### config.mk
export PLATFORM = sky130hd
export DESIGN_NAME = alu_operand_loader
export DESIGN_NICKNAME = d
export VERILOG_FILES = /design/src/rtl/alu_operand_loader.sv
export SDC_FILE = /design/constraint.sdc
export NUM_CORES = 1
export LEC_CHECK = 0
export CAP_MARGIN = 20
export CELL_PAD_IN_SITES_DETAIL_PLACEMENT = 0
export CELL_PAD_IN_SITES_GLOBAL_PLACEMENT = 2
export CORE_UTILIZATION = 25
export DETAILED_ROUTE_END_ITERATION = 7
export PLACE_DENSITY_LB_ADDON = 0.1
export SLEW_MARGIN = 20
export SYNTH_ARGS = -nofsm -noshare
export SYNTH_HDL_FRONTEND = slang
export SYNTH_SLANG_ARGS = --single-unit
### constraint.sdc
create_clock -name clk -period 2 [get_ports clk]
set_input_delay 0.4 -clock clk [delete_from_list [all_inputs] [get_ports clk]]
set_output_delay 0.4 -clock clk [all_outputs]
set_load 0.02 [all_outputs]
### src/rtl/alu_operand_loader.sv
// Operand loader for the mini-ALU: debounces the enter/back buttons and steps
// through capturing operand a, operand b and the function code from the switches.
module alu_operand_loader #(
  parameter int WIDTH     = 6,
  parameter int DB_CYCLES = 1000000
) (
  input  logic             clk,
  input  logic             rst,
  input  logic [WIDTH-1:0] sw,
  input  logic             btn_enter,
  input  logic             btn_back,
  output logic [WIDTH-1:0] a,
  output logic [WIDTH-1:0] b,
  output logic [2:0]       fxn,
  output logic             valid,
  output logic [1:0]       state,
  output logic             fxn_err
);

  localparam int CW = $clog2(DB_CYCLES + 1);

  typedef enum logic [1:0] {
    LOAD_A = 2'd0,
    LOAD_B = 2'd1,
    LOAD_F = 2'd2,
    RUN    = 2'd3
  } state_t;

  state_t cur_state, nxt_state;

  // Index 0 is enter, index 1 is back; both buttons get identical treatment.
  logic [1:0]    raw, sync1, sync2, level, level_q, pulse;
  logic [CW-1:0] cnt [2];
  logic          enter_pulse, back_pulse;

  assign raw = {btn_back, btn_enter};

  // A level is accepted only after DB_CYCLES consecutive disagreeing samples.
  always_ff @(posedge clk) begin
    if (rst) begin
      sync1   <= '0;
      sync2   <= '0;
      level   <= '0;
      level_q <= '0;
      for (int i = 0; i < 2; i++) cnt[i] <= '0;
    end else begin
      sync1   <= raw;
      sync2   <= sync1;
      level_q <= level;
      for (int i = 0; i < 2; i++) begin
        if (sync2[i] == level[i]) begin
          cnt[i] <= '0;
        end else if (cnt[i] == CW'(DB_CYCLES - 1)) begin
          level[i] <= sync2[i];
          cnt[i]   <= '0;
        end else begin
          cnt[i] <= cnt[i] + 1'b1;
        end
      end
    end
  end

  assign pulse       = level & ~level_q;
  assign enter_pulse = pulse[0];
  assign back_pulse  = pulse[1];

  logic [WIDTH-1:0] nxt_a, nxt_b;
  logic [2:0]       nxt_fxn;
  logic             nxt_err, fxn_legal;

  // Codes 100 and 101 have no matching function in the mux stage.
  assign fxn_legal = !(sw[2] && !sw[1]);

  // Back takes priority over enter when both pulse together.
  always_comb begin
    nxt_state = cur_state;
    nxt_a     = a;
    nxt_b     = b;
    nxt_fxn   = fxn;
    nxt_err   = fxn_err;
    if (back_pulse) begin
      nxt_err = 1'b0;
      case (cur_state)
        LOAD_B:  nxt_state = LOAD_A;
        LOAD_F:  nxt_state = LOAD_B;
        RUN:     nxt_state = LOAD_F;
        default: nxt_state = cur_state;
      endcase
    end else if (enter_pulse) begin
      case (cur_state)
        LOAD_A: begin
          nxt_a     = sw;
          nxt_state = LOAD_B;
        end
        LOAD_B: begin
          nxt_b     = sw;
          nxt_state = LOAD_F;
        end
        LOAD_F: begin
          if (fxn_legal) begin
            nxt_fxn   = sw[2:0];
            nxt_err   = 1'b0;
            nxt_state = RUN;
          end else begin
            nxt_err = 1'b1;
          end
        end
        default: nxt_state = LOAD_A;
      endcase
    end
  end

  always_ff @(posedge clk) begin
    if (rst) begin
      cur_state <= LOAD_A;
      a         <= '0;
      b         <= '0;
      fxn       <= 3'b000;
      fxn_err   <= 1'b0;
      valid     <= 1'b0;
    end else begin
      cur_state <= nxt_state;
      a         <= nxt_a;
      b         <= nxt_b;
      fxn       <= nxt_fxn;
      fxn_err   <= nxt_err;
      valid     <= (nxt_state == RUN);
    end
  end

  assign state = cur_state;

endmodule

# After elaboration in Yosys (flattened, before gate mapping)
# Memory sizes are Yosys's and may differ from the RTL's.
# Index checks and enable logic that the tools add are counted.
# totals
reg_bits,27
ram_bits,40
out_inout_bits,19
memories,1
# memory_table
memory,depth,word_bits,read_ports,rd_clocked_by_memory_dff,wr,line,source
cnt,2,20,2,0,2,33,logic [CW-1:0] cnt [2];
# classes
addsub,2
eq_ne,8
muxes,36
n_bitwise,12
n_reduce_logical,10
# ops
cell,count
20-bit 2-to-1 mux,6
20-bit by 1-bit adder with 20-bit output (second input constant),2
20-bit equality test (second input constant),2
1-bit 2-to-1 mux,25
2-bit one-hot mux with 3 select lines,2
2-bit equality test (second input constant),3
2-bit 2-to-1 mux,3
1-bit OR,6
2-bit AND reduction,3
3-bit AND reduction,2
1-bit inverter,4
4-bit AND reduction,1
2-bit AND,1
1-bit equality test,2
2-bit by 1-bit equality test with 1-bit output (second input constant),1
2-bit logical NOT,1
2-bit inverter,1
2-bit OR reduction,1
1-bit logical AND,1
1-bit logical NOT,1

# Depth between registers and ports, before layout
# depth
ltp_word,7
ltp_mapped,6
depth_no_buf,6

# Worst setup path after synthesis
# No wires, ideal clock.
# synth_path
path_kind,register to register
from,memory cnt[0][13] (netlist name)
to,"memory cnt[0][2] (netlist name), data pin"
setup_time_ns,0.257
arrival_ns,1.803
required_ns,1.743
setup_slack_ns,-0.059
stages_incl_launch_ff,6
path_buffers,1
period_less_slack_ns,2.059
cell_sequence,edfxtp_1 > or4_1 > or4_4 > o21ai_1 > buf_2 > nor2_1
# synth_rtl
element,line
start: declaration,33

==> qor.txt <==
TNS Setup - -2.07 ns
root buffer selected by CTS - clkbuf_16
CTS Buf Count - 9
hold_sp - sync1[0]
max_cap viols - 0
combinational power share - 4.9%
gr usage total - 11.5%
Hold Crit Class - reg -> reg
Crit Path Category - reg -> reg
failing checks - negative setup slack
worst vdd ir - 298 uV
largest net degree at the start of global routing - 23
register area share after synthesis - 53.3%
YS warnings - 0
top sig layer - met4
CP Cell Sequence - or4_1 > or4_4 > o21ai_4 > buf_8 > a21oi_1
Pint - 2.62 mW
worst stage delay on the critical path - 0.55 ns
clock slew at reported path FFs - 0.06 ns
NumNets Final - 451
initial antenna violation count - 0
Worst-Skew Late Latency - 0.33 ns
reg-to-reg critical path endpoint - cnt[0][13]
outcome - finished, violations left
clock sink total - 67
WP data required - 2.08 ns
Synth Instances - 318
Sw Share - 21.6%
sequential share of power - 45.7%
Setup crit end kind - flip-flop
P_sw - 0.723 mW
post-synthesis simple-gate area fraction - 22.2%
Pleak - 1.78 nW
Post-Route WL - 7.06 mm
Ports - 29
Buf+Inv Stages, Crit Path - 1
post-synthesis cell type count - 37
number of vias in the routed layout - 2537
Starting Density - 25.8%
post-layout util - 36.2%
final clock skew - 0.00611 ns
xor/xnor share of the synthesized area - 6.70%
Die Width - 116 um
arrival time at the worst endpoint - 2.19 ns
drt pass-1 iters - 4
detailed placer's ending HPWL - 5.20 mm
Setup-failing EPs final - 21
wire per inst - 11.6 um
first-pass GRT wire length - 11.6 mm
met2 wire len - 3.10 mm
PortBufs - 28
vias in the first global route - 2463
Area Overhead vs Synth - 40.3%
initial drt markers - 90
H-tree depth - 3
share of cells above drive strength 1 - 17.8%
Syn Area/Cell - 10.3 um2
Period minus WS final - 2.11 ns
mux cell area share after synthesis - 5.59%
Hold Buf Count CTS - 0
Final GP Congestion - 0.756
RSZ-0062 raised after global routing - yes
final hold viol count - 0
core box area - 0.0127 mm2
Critical Path Fanout Max - 11
largest family of logic cells by synthesized area - simple AND/OR/NAND/NOR gates
worst reg2reg startpoint - cnt[0][15]
FP Rows - 41
adder-cell area share of the yosys netlist - 3.06%
synthesized flop and latch total - 67
period utilization - 106%
Min-Delay Path Depth - 1
routed vias/inst - 4.16
Startpoint Class - flip-flop
synth top area cells - edfxtp_1 (37%), dfxtp_1 (17%), nor2_1 (5.5%), mux2i_1 (4.9%), xnor2_1 (4.8%)
CTS Buffer Depth - 2
Cell Pwr Density - 729 mW/mm2
Worst Hold End - sync2[0]
Max Slew Vio Count - 0
compound-gate portion of the synthesized area - 6.12%
DIE AREA - 0.0135 mm2
Max Freq - 0.474 GHz
met3 wire length - 284 um
most frequent cells in the layout - nor2_1 (48), buf_4 (46), edfxtp_1 (40), conb_1 (40), clkdlybuf4s50_1 (28)
final setup margin - -0.111 ns
n_diodes - 0
Post-Route M1 WL - 3.52 mm
die height - 116 um
FF-to-FF path depth - 5
Slowest cell on crit path - or4_4
Mapped Area - 0.00327 mm2
reg-to-reg slack, setup - -0.11 ns
Worst path top cell family by delay - simple AND/OR/NAND/NOR gates
most common cell after layout, fill and taps aside - nor2_1
CTS tree - built
number of remaining DRC errors - 0
GR Overflow Total - 0
Detail Route Antenna Nets - 0
cell accounting for the most synthesized area - edfxtp_1
Yosys top cell area share - 36.7%
Clk pwr share - 49.4%
## metrics by stage
stage          hold WS (ns)  setup WS [ns]  power (mW)  cells  area [um2]
5_1_grt               0.456         -0.202        3.47    610        4590
3_5_place_dp          0.426         -0.119        1.72    593        4230
2_1_floorplan         0.414        -0.0207        1.63    357        3430
4_1_cts               0.432         -0.117        3.41    609        4560
3_3_place_gp          0.427         -0.107        1.72    593        4230
6_report              0.429         -0.111        3.34    610        4590
## worst register-to-register path: stages, from the launching register on
cell and delay (ns):
edfxtp_1 0.38, or4_1 0.53, or4_4 0.55, o21ai_4 0.18, buf_8 0.16, a21oi_1 0.06
## registers in the layout (all words and copies together) (netlist names)
signal,flops
sync1,2
level,2
state,2
a,6
sync2,2
cnt,40
valid,1
b,6
fxn_err,1
fxn,3
level_q,2
## cell usage after synthesis (all sizes together)
cell type and number:
ha 8, buf 3, or4 12, nand2b 3
or4b 2, nand2 13, nor3 9, nor4b 1
nand4 7, o21ai 10, nand3 19, and3 2
inv 14, nor2 48, nor2b 9, and2 1
or3 8, a21o 1, or3b 1, nor4 4
clkbuf 8, edfxtp 40, or2 1, xnor2 18
conb 1, a21boi 1, mux2 2, dfxtp 27
a211oi 1, xor2 7, mux2i 16, o31ai 7
a21oi 14
## area by class of cell
cell class | instances | area (um2)
Tap cell | 172 | 215
Multi-Input combinational cell | 265 | 1610
Clock buffer | 10 | 250
Timing Repair Buffer | 76 | 652
Fill cell | 1333 | 8090
Sequential cell | 67 | 1740
Inverter | 14 | 52.6
Clock inverter | 6 | 60.1
## kinds of logic after synthesis
family                     Yosys count
other                                1
and+or+nand+nor                    140
xor gates and xnor gates            25
muxes                               18
AOI/OAI and AO/OA                   34
DFF                                 67
adders and majority gates            8
buffers and inverters               25
## how the worst max path moves through the flow
stage               start          to  cells after the start
3_3_place_gp   cnt[0][15]   cnt[0][5]                      5
6_report       cnt[0][15]  cnt[0][13]                      5
3_5_place_dp   cnt[0][15]   cnt[0][3]                      5
4_1_cts        cnt[0][15]  cnt[0][13]                      5
2_1_floorplan  cnt[0][13]  cnt[0][17]                      5
5_1_grt        cnt[0][15]  cnt[0][13]                      5
## power groups by stage
stage / logic [mW] / registers [mW] / clock network (mW)
6_report: 0.164 / 1.53 / 1.65
4_1_cts: 0.164 / 1.53 / 1.72
5_1_grt: 0.185 / 1.53 / 1.76
3_5_place_dp: 0.161 / 1.56 / 0
3_3_place_gp: 0.162 / 1.56 / 0
2_1_floorplan: 0.0730 / 1.56 / 0
## routing by layer
layer | track usage, % | vias up
li1 | - | 1322
met1 | 14.5 | 1169
met2 | 17.6 | 36
met3 | 2.96 | 10
met4 | 6.92 | 0
met5 | 0 | -
## what timing repair did
| action | CTS | global route |
|---|---|---|
| buffers inserted | 0 | 1 |
| pin swaps | 1 | 3 |
| endpoints found under the setup margin | 22 | 25 |
| hold endpoints to repair | 0 | 0 |
| gates resized for setup | 4 | 6 |
No activity file was read; power rests on OpenSTA's default activity.
